**src/rtl/store_packer.sv**
```systemverilog
`default_nettype none
// store_packer: narrows sb/sh/sw stores to lane-replicated data plus byte enables,
// queues them in a small FIFO and drains the head to data memory over req/ack.
module store_packer #(
  parameter int DEPTH = 4,
  parameter int AW    = 32
) (
  input  logic          clk,
  input  logic          reset_n,
  input  logic          st_valid,
  input  logic [1:0]    st_type,
  input  logic [AW-1:0] st_addr,
  input  logic [31:0]   st_data,
  output logic          st_ready,
  output logic          align_err,
  output logic          mem_req,
  output logic [AW-1:0] mem_addr,
  output logic [31:0]   mem_wdata,
  output logic [3:0]    mem_be,
  input  logic          mem_ack,
  output logic          empty
);

  localparam int PW = $clog2(DEPTH);
  localparam logic [PW:0] CNT_ONE  = (PW+1)'(1);
  localparam logic [PW:0] CNT_LAST = (PW+1)'(DEPTH - 1);

  localparam logic [1:0] S_EMPTY   = 2'd0;
  localparam logic [1:0] S_PARTIAL = 2'd1;
  localparam logic [1:0] S_FULL    = 2'd2;

  localparam logic [1:0] T_SW = 2'b00;
  localparam logic [1:0] T_SH = 2'b01;
  localparam logic [1:0] T_SB = 2'b10;

  logic [1:0]    state_q, state_d;
  logic [PW:0]   count_q, count_d;
  logic [PW-1:0] wr_ptr_q, rd_ptr_q;
  logic          align_err_q;

  logic [31:0]   pk_wdata;
  logic [3:0]    pk_be;
  logic          pk_aligned;
  logic          push, pop;

  logic [AW-1:0] addr_mem_q  [DEPTH];
  logic [31:0]   wdata_mem_q [DEPTH];
  logic [3:0]    be_mem_q    [DEPTH];

  always_comb begin
    pk_wdata   = st_data;
    pk_be      = 4'b0000;
    pk_aligned = 1'b0;
    case (st_type)
      T_SW: begin
        pk_be      = 4'b1111;
        pk_aligned = (st_addr[1:0] == 2'b00);
      end
      T_SH: begin
        pk_wdata   = {2{st_data[15:0]}};
        pk_be      = st_addr[1] ? 4'b1100 : 4'b0011;
        pk_aligned = ~st_addr[0];
      end
      T_SB: begin
        pk_wdata   = {4{st_data[7:0]}};
        pk_be      = 4'b0001 << st_addr[1:0];
        pk_aligned = 1'b1;
      end
      default: pk_aligned = 1'b0;
    endcase
  end

  assign push    = st_valid & st_ready & pk_aligned;
  assign pop     = mem_req & mem_ack;
  assign count_d = count_q + (PW+1)'(push) - (PW+1)'(pop);

  always_ff @(posedge clk or negedge reset_n) begin
    if (!reset_n) begin
      state_q     <= S_EMPTY;
      count_q     <= '0;
      wr_ptr_q    <= '0;
      rd_ptr_q    <= '0;
      align_err_q <= 1'b0;
    end else begin
      state_q     <= state_d;
      count_q     <= count_d;
      align_err_q <= st_valid & st_ready & ~pk_aligned;
      if (push) wr_ptr_q <= wr_ptr_q + 1'b1;
      if (pop)  rd_ptr_q <= rd_ptr_q + 1'b1;
    end
  end

  // Entry storage needs no reset: nothing is visible unless the occupancy says so.
  always_ff @(posedge clk) begin
    if (push) begin
      addr_mem_q[wr_ptr_q]  <= {st_addr[AW-1:2], 2'b00};
      wdata_mem_q[wr_ptr_q] <= pk_wdata;
      be_mem_q[wr_ptr_q]    <= pk_be;
    end
  end

  always_comb begin
    state_d = state_q;
    case (state_q)
      S_EMPTY:   if (push) state_d = S_PARTIAL;
      S_PARTIAL: begin
        if (push && !pop && count_q == CNT_LAST)     state_d = S_FULL;
        else if (pop && !push && count_q == CNT_ONE) state_d = S_EMPTY;
      end
      S_FULL:    if (pop) state_d = S_PARTIAL;
      default:   state_d = S_EMPTY;
    endcase
  end

  always_comb begin
    st_ready  = (state_q != S_FULL);
    mem_req   = (state_q != S_EMPTY);
    empty     = (state_q == S_EMPTY);
    align_err = align_err_q;
    mem_addr  = mem_req ? addr_mem_q[rd_ptr_q]  : '0;
    mem_wdata = mem_req ? wdata_mem_q[rd_ptr_q] : '0;
    mem_be    = mem_req ? be_mem_q[rd_ptr_q]    : '0;
  end

endmodule
`default_nettype wire

```
**config.mk**
```make
export PLATFORM = sky130hd
export DESIGN_NAME = store_packer
export DESIGN_NICKNAME = d
export VERILOG_FILES = /design/src/rtl/store_packer.sv
export SDC_FILE = /design/constraint.sdc
export NUM_CORES = 1
export LEC_CHECK = 0
export ABC_AREA = 1
export ABC_CLOCK_PERIOD_IN_PS = 7600
export CORE_MARGIN = 3
export CORE_UTILIZATION = 55
export DETAILED_ROUTE_END_ITERATION = 12
export HOLD_SLACK_MARGIN = 0.02
export PLACE_DENSITY_LB_ADDON = 0.12
export SYNTH_ARGS = -nofsm -noshare
export SYNTH_HDL_FRONTEND = slang
export SYNTH_SLANG_ARGS = --single-unit
```
**constraint.sdc**
```tcl
create_clock -name clk -period 7.6 [get_ports clk]
set_input_delay 1.52 -clock clk [delete_from_list [all_inputs] [get_ports clk]]
set_output_delay 1.52 -clock clk [all_outputs]
set_load 0.02 [all_outputs]
```
# Word level (Yosys, flattened, before mapping)
# Memories as Yosys holds them, arrays and structs flattened.
# Cells that the tools add are included.
[op_classes] n_shift=1 multipliers=0 n_lt_le_gt_ge=0 eq_ne=10 n_reduce_logical=11 n_div=0 bitwise_logic=6 n_mux=14 addsub=4
[op_table] operator="$mux W32" count=2
[op_table] operator="$pmux W32 S2" count=1
[op_table] operator="$pmux W4 S3" count=1
[op_table] operator="$mux W2" count=4
[op_table] operator="$mux W4" count=2
[op_table] operator="$logic_not A2 Y1" count=3
[op_table] operator="$pmux W2 S3" count=1
[op_table] operator="$add A2 B1 Y2 const B" count=2
[op_table] operator="$and A1 B1 Y1" count=4
[op_table] operator="$eq A2 B1 Y1 const B" count=2
[op_table] operator="$eq A2 B2 Y1 const B" count=2
[op_table] operator="$logic_and A1 B1 Y1" count=4
[op_table] operator="$ne A2 B2 Y1 const B" count=2
[op_table] operator="$shl A1 B2 Y4 const A" count=1
[op_table] operator="$add A3 B1 Y3" count=1
[op_table] operator="$eq A3 B1 Y1 const B" count=1
[op_table] operator="$eq A3 B2 Y1 const B" count=1
[op_table] operator="$ne A3 B3 Y1 const B" count=1
[op_table] operator="$pmux W1 S3" count=1
[op_table] operator="$reduce_and A3 Y1" count=1
[op_table] operator="$sub A3 B1 Y3" count=1
[op_table] operator="$logic_not A1 Y1" count=2
[op_table] operator="$mux W1" count=2
[op_table] operator="$ne A2 B1 Y1 const B" count=1
[op_table] operator="other kinds (2)" count=3
[word_totals] latch_bits=0 romBits=0 n_memories=3 ram_bits=264 wordCells=54 reg_bits=10 out_inout_bits=72
[memory_table] name="wdata_mem_q" words=4 word_bits=32 read_ports=1 rd_ports_with_merged_regs=0 write_ports=1 line_no="47" text="logic [31:0] wdata_mem_q [DEPTH];"
[memory_table] name="addr_mem_q" words=4 word_bits=30 read_ports=1 rd_ports_with_merged_regs=0 write_ports=1 line_no="46" text="logic [AW-1:0] addr_mem_q [DEPTH];"
[memory_table] name="be_mem_q" words=4 word_bits=4 read_ports=1 rd_ports_with_merged_regs=0 write_ports=1 line_no="48" text="logic [3:0] be_mem_q [DEPTH];"

# Longest topological paths before layout
[logic_depth] depth_word=9 depth_mapped=14 ltp_nobuf=14

# Least setup slack after synthesis
# OpenSTA, ideal clock, no wires.
[synth_path] path_kind="input port to flip-flop" startpoint="in st_type[1]" endpoint="mem addr_mem_q[0][0] (netlist bit) (enable)" cell_stages=6 arrival_time_ps=4878 n_path_buf=0 slack_ps=2231 cell_sequence="inv_1 -> ha_1 -> a21oi_1 -> nand2_1 -> nand3_2 -> nor2_1"
[synth_between] elab_chain_cells=5
[synth_rtl] element="start: declaration" line_no="11" text="input logic [1:0] st_type,"
[synth_rtl] element="$eq A2 B2 Y1, or another cell as far along" line_no="54" text="case (st_type)"
[synth_rtl] element="$pmux W1 S3 (*)" line_no="54"
[synth_rtl] element="$and A1 B1 Y1 (*)" line_no="73" text="assign push = st_valid & st_ready & pk_aligned;"
[synth_rtl] element="$mux W1 (*)" line_no="95" text="if (push) begin"
[synth_rtl] element="$mux W1 (not written as such) (*)" line_no="96" text="addr_mem_q[wr_ptr_q] <= {st_addr[AW-1:2], 2'b00};"
[synth_rtl] element="end: declaration" line_no="46"
# Every way passes the cells marked *; elsewhere a longest branch is shown, timed or not.

# Worst setup path in the final report
[layout_path] startpoint="reg rd_ptr_q[0]" endpoint="out mem_addr[2]"
[layout_between] elab_chain_cells=2
[layout_rtl] element="start: declaration" line_no="38" text="logic [PW-1:0] wr_ptr_q, rd_ptr_q;"
[layout_rtl] element="start signal: assignment" line_no="89" text="if (pop) rd_ptr_q <= rd_ptr_q + 1'b1;"
[layout_rtl] element="$mem_v2 Z4 W30"
[layout_rtl] element="$mux W32" line_no="120" text="mem_addr = mem_req ? addr_mem_q[rd_ptr_q] : '0;"
[layout_rtl] element="end: declaration" line_no="17" text="output logic [AW-1:0] mem_addr,"
# Every way passes these cells.

==> impl_metrics.env <==
export IMPL_whs_ps=554.3
export IMPL_postRouteWirelength_um=24350
export IMPL_cts_resized=0
export IMPL_ctsHoldBuffers=0
export IMPL_clockBufferDepth=3
export IMPL_mappedNetlistArea_sq_um=11300
export IMPL_r2r_slack_ps=4650
export IMPL_yosysWarnings=0
export IMPL_cp_required_ps=6080
export IMPL_power_per_cell_area_nw_per_um2=380.3
export IMPL_synth_fa_ha_area_share_pct=1.396
export IMPL_worstMarginPinSlew_ps=1237
export IMPL_grt_usage_pct=21.69
export IMPL_antenna_cells=0
export IMPL_dp_hpwl_um=13760
export IMPL_grt_overflow=0
export IMPL_grt_pass1_vias=6942
export IMPL_clock_latency_ps=520
export IMPL_rsz0062_at_grt="no"
export IMPL_synth_compound_area_share_pct=11.05
export IMPL_dr_wl_met3_um=1677
export IMPL_r2r_end="addr_mem_q[3][28]"
export IMPL_grt_pass1_wl_um=37650
export IMPL_drtPass1Iterations=5
export IMPL_start_util_pct=56.92
export IMPL_synth_top_family_by_area="compound AO/OA/AOI/OAI gates"
export IMPL_htreeDepth=1
export IMPL_setup_viol=0
export IMPL_r2r_start="state_q[0]"
export IMPL_cap_violations=0
export IMPL_clk_pin_slew_ps=60
export IMPL_async_flop_share_pct=3.650
export IMPL_gp_congestion=0.7627
export IMPL_path_max_fanout=82
export IMPL_finalCriticalPeriod_ps=5035
export IMPL_cts_sinks=274
export IMPL_finalHoldViolations=0
export IMPL_dp_cells=1298
export IMPL_grt_max_degree=111
export IMPL_total_power_mw=5.184
export IMPL_startpoint="rd_ptr_q[0]"
export IMPL_synth_top_area_share_pct=70.18
export IMPL_synth_xor_area_share_pct=0.3877
export IMPL_syn_inst=941
export IMPL_drive_gt1_share_pct=5.556
export IMPL_wl_met2_um=11860
export IMPL_multi_input_area_sq_um=2654
export IMPL_nNetsFinal=1143
export IMPL_ys_flop_type="edfxtp_1"
export IMPL_wl_per_cell_um=18.10
export IMPL_synth_avg_cell_area_sq_um=12.00
export IMPL_viasPerCell=5.425
export IMPL_max_freq_mhz=198.6
export IMPL_regArea_sq_um=8183
export IMPL_core_sq_um=19850
export IMPL_r2r_worst_path_cells=5
export IMPL_area_growth_pct=20.67
export IMPL_crit_path_end_kind="primary output"
export IMPL_arrival_ps=3520
export IMPL_vdd_ir_drop_max_mv=0.2660
export IMPL_synthSimpleGateAreaFrac_pct=10.28
export IMPL_cts_tree="yes"
export IMPL_io_buffers=139
export IMPL_yosysUniqueCellTypes=29
export IMPL_cts_made_buffers=26
export IMPL_synth_edf_count=264
export IMPL_p_leak_nw=4.716
export IMPL_die_x_um=149.3
export IMPL_drv_slew=0
export IMPL_placed_area_sq_um=12820
export IMPL_crit_path_start_kind="flop"
export IMPL_floorplan_rows=51
export IMPL_fin_crit_sh_pct=66.25
export IMPL_die_area_sq_um=22290
export IMPL_antenna_found_initial=0
export IMPL_final_setup_tns_ps=0
export IMPL_critPathKind="flop to primary output"
export IMPL_status="complete, no violations"
export IMPL_yosys_top_cells_area="edfxtp_1 (70%), nor2_1 (9.0%), o21ai_0 (3.9%), a21oi_1 (3.0%), o21ai_1 (2.7%)"
export IMPL_finClkSkew_ps=8.826
export IMPL_fp_dieH_um=149.3
export IMPL_synth_mux_area_share_pct=0
export IMPL_holdPathStages=1
export IMPL_drtAntennaViolNets=0
export IMPL_drc_errors=0
export IMPL_hp_start="count_q[0]"
export IMPL_stdcell_area_sq_um=13630
export IMPL_place_ws_ps=2593
export IMPL_fin_cells=1345
export IMPL_top_layer_used="met4"
export IMPL_yosysSeqAreaShare_pct=72.40
export IMPL_cts_root_buf="clkbuf_16"
export IMPL_drt_met1_wl_um=10510
export IMPL_num_vias=7296
export IMPL_dr_first_iter_drc_count=600
export IMPL_final_util_pct=68.68
export IMPL_post_cts_buffers=0
export IMPL_fillCellCount=1390
export IMPL_min_path_type="flop to flop"
export IMPL_holdPathEnd="count_q[0]"
export IMPL_pin_count=142
export IMPL_timing_slew_headroom_pct=17.54
export IMPL_worst_slack_ps=2565
export IMPL_postSynthRegisterBits=274
export IMPL_yosysTopAreaCell="edfxtp_1"
layout make-up:
class	count	area share [%]
Inverter	50	1.395
Clock buffer	31	5.067
Sequential cell	274	60.03
Tap cell	265	2.433
Clock inverter	16	0.8996
Timing Repair Buffer	148	10.70
Multi-Input combinational cell	561	19.47
critical path, cell delays in order, from the launching register on:
cell and delay (ps):
dfrtp_4 620, inv_4 630, buf_4 570, o21ai_0 180, a21oi_1 290, clkdlybuf4s50_1 660
cell usage in the layout (no fill, tap or decap), drive strengths merged:
cell	synthesis	final
nor2	273	273
edfxtp	264	264
o21ai	149	149
clkdlybuf4s50	0	139
a21oi	67	67
inv	50	50
clkbuf	19	31
nand2	20	20
clkinv	0	14
ha	11	11
dfrtp	10	10
buf	38	9
nand3	9	9
a32oi	8	8
o22ai	8	8
a31oi	4	4
xor2	4	4
conb	1	2
bufinv	0	2
a21boi	2	2
xnor2	1	1
nand4	1	1
o31ai	1	1
fa	1	1
cell usage after synthesis (5+ instances only):
cell      count
clkbuf_1     19
buf_6         5
o22ai_1       8
o21ai_1      60
dfrtp_1      10
a32oi_1       8
buf_4         8
ha_1         11
buf_2        25
inv_1        45
a21oi_1      67
edfxtp_1    264
nand2_1      20
nor2_1      271
nand3_1       8
o21ai_0      89
state kept, by name (all words and copies together) (netlist names):
signal / flops
addr_mem_q: 120
align_err: 1
be_mem_q: 16
count_q: 3
rd_ptr_q: 2
state_q: 2
wdata_mem_q: 128
wr_ptr_q: 2
where the power goes:
group,total (mW),switching [mW],leakage [nW],internal [mW]
logic,2.10,1.30,1.79,0.799
registers,1.85,0.0562,2.52,1.79
clock network,1.23,0.521,0.406,0.712
cells by family after synthesis:
kind of cell	Yosys count
adders and majority gates	12
other	1
DFF	274
xor gates and xnor gates	5
buffers and inverters	107
and+or+nand+nor	303
AOI/OAI and AO/OA	239
routing by layer:
metal | vias to the layer above | GRT usage, %
met3 | 30 | 2.978
met1 | 3487 | 31.44
li1 | 3535 | -
met2 | 244 | 35.53
met5 | - | 0
met4 | 0 | 5.034
worst max-delay path by stage:
stage / slack [ps] / endpoint
3_5_place_dp: 2590 / wdata_mem_q[3][4]
3_3_place_gp: 2660 / wdata_mem_q[3][4]
2_1_floorplan: 2230 / addr_mem_q[0][0]
6_report: 2560 / mem_addr[2]
5_1_grt: 2330 / mem_wdata[13]
4_1_cts: 2490 / mem_wdata[13]
Power figures use the tool's default switching activity.
==> edit (config.mk and constraints unchanged) <==
`DEPTH`: 4 -> 2.
--- a/src/rtl/store_packer.sv
+++ b/src/rtl/store_packer.sv
@@ -2,7 +2,7 @@
 // store_packer: narrows sb/sh/sw stores to lane-replicated data plus byte enables,
 // queues them in a small FIFO and drains the head to data memory over req/ack.
 module store_packer #(
-  parameter int DEPTH = 4,
+  parameter int DEPTH = 2,
   parameter int AW    = 32
 ) (
   input  logic          clk,
Function: changed (Yosys sat finds a counterexample within 4 cycles, from zero or initial values and one cycle with reset_n low).
==> edit against the unedited design <==
  * Final area is 43% lower
  * Count of clock-buffer cells in the layout is 14 lower
  * Maximum frequency up 15%
  * Area after synthesis shrank 48%
  * Critical path depth down 1
  * Sequential cell count decreased by 135
  * Clock power decreased by 39%
  * Core utilization is 7.1 points higher
  * Power is 46% lower
  * Hold slack got worse by 0.040 ns
  * Via count decreased by 42%
  * Wire length down 45%
  * Highest routed layer unchanged
  * Worst setup slack better by 0.64 ns
==> edit: results (changes against the unedited design) <==
| Metric | Value |
|---|---|
| Post-synthesis xor/xnor area fraction | `0.598% (+0.21 points)` |
| Clk tree area frac | `6.97% (+1.0 points)` |
| DRT iter0 DRCs | `252 (-58%)` |
| Number of nets in the finished design | `710 (-38%)` |
| Proportion of synthesized flip-flops having asynchronous set or reset | `5.04% (+1.4 points)` |
| CP arrival | `2.88 ns (-0.64 ns)` |
| Post-route clock skew | `0.0131 ns (+0.00429 ns)` |
| Clock net sink count | `139 (-49%)` |
| Power Clock | `746 uW (-39%)` |
| Number of flops mapped to enable cells by yosys | `132 (-50%)` |
| Global-route track usage on met2 | `39.2% (+3.6 points)` |
| Slowest stage cell on the critical path | `inv_2` |
| Root buffer selected by CTS | `clkbuf_8` |
| Switching share of power | `36.8% (+0.49 points)` |
| Filler instances | `672 (-52%)` |
| Register area share after synthesis | `70.6% (-1.8 points)` |
| Slowest cell delay on critical path | `0.83 ns (+0.17 ns)` |
| Syn Area/Cell | `11.8 um^2 (-1.8%)` |
| Fraction of layout instances using a drive strength above 1 | `7.12% (+1.6 points)` |
| Post-synthesis share of cell area spent on full adders, half adders and majority gates | `1.49% (+0.099 points)` |
| Placed cell area | `0.00728 mm^2 (-43%)` |
| Worst setup slack before clock tree synthesis | `3.28 ns (+0.684 ns)` |
| Via count of the first global-routing pass | `4093 (-41%)` |
| Std-Cell Core Area | `0.0103 mm^2 (-48%)` |
| Share of cell area taken by multi-input logic gates | `17.5% (-2.0 points)` |
| IR Drop Worst-Case VDD | `200 uV (-25%)` |
| Sequential share of cell area | `52.9% (-7.1 points)` |
| Result of the run | `finished, final reports clean` |
## edit: changes by cell type in the layout (fill, tap and decap cells not counted), moves of 5 or more
cell | unedited run | this run
o22ai_1 | 8 | 16
o21ai_1 | 60 | 1
clkbuf_16 | 27 | 16
inv_6 | 0 | 5
edfxtp_1 | 264 | 132
o21ai_0 | 89 | 17
clkinv_2 | 8 | 0
nand2_1 | 20 | 146
buf_4 | 9 | 4
nor2_1 | 267 | 3
a32oi_1 | 8 | 0
## edit: stage by stage
step	total power [uW]	utilization (%)
global route	2950	75.8
detailed placement	2080	70.5
finish	2810	75.8
global placement	2070	70.5
CTS	2830	75.8
floorplan	1630	-
## edit: kinds of logic (layout without fill, tap and decap cells)
family,Yosys count,after routing
fa+ha+maj,7,7
simple gates,161,161
xor+xnor,4,4
flops,139,139
buf+inv,76,224
compound gates,109,109
other cells,1,2
## edit: worst paths after layout
check	from	endpoint	slack (ns)	depth (start not counted)
max in group asynchronous	reset_n	rd_ptr_q$_DFFE_PN0P_	6.05	1
min	count_q[0]$_DFF_PN0_	count_q[0]$_DFF_PN0_	0.51	1
max	rd_ptr_q$_DFFE_PN0P_	mem_wdata[29]	3.20	4
max reg2reg	state_q[1]$_DFFE_PN0P_	state_q[0]$_DFFE_PN0P_	5.09	8
min reg2reg	count_q[0]$_DFF_PN0_	count_q[0]$_DFF_PN0_	0.51	1
min in group asynchronous	reset_n	state_q[1]$_DFFE_PN0P_	1.27	1
## edit: worst reg2reg max path, stage by stage, from the launching register on
cell	delay, ns
dfrtp_1	0.44
nor2_4	0.55
buf_4	0.58
nor2_2	0.13
ha_1	0.23
o21ai_0	0.22
a21oi_1	0.10
nand3_1	0.09
nand2_1	0.05
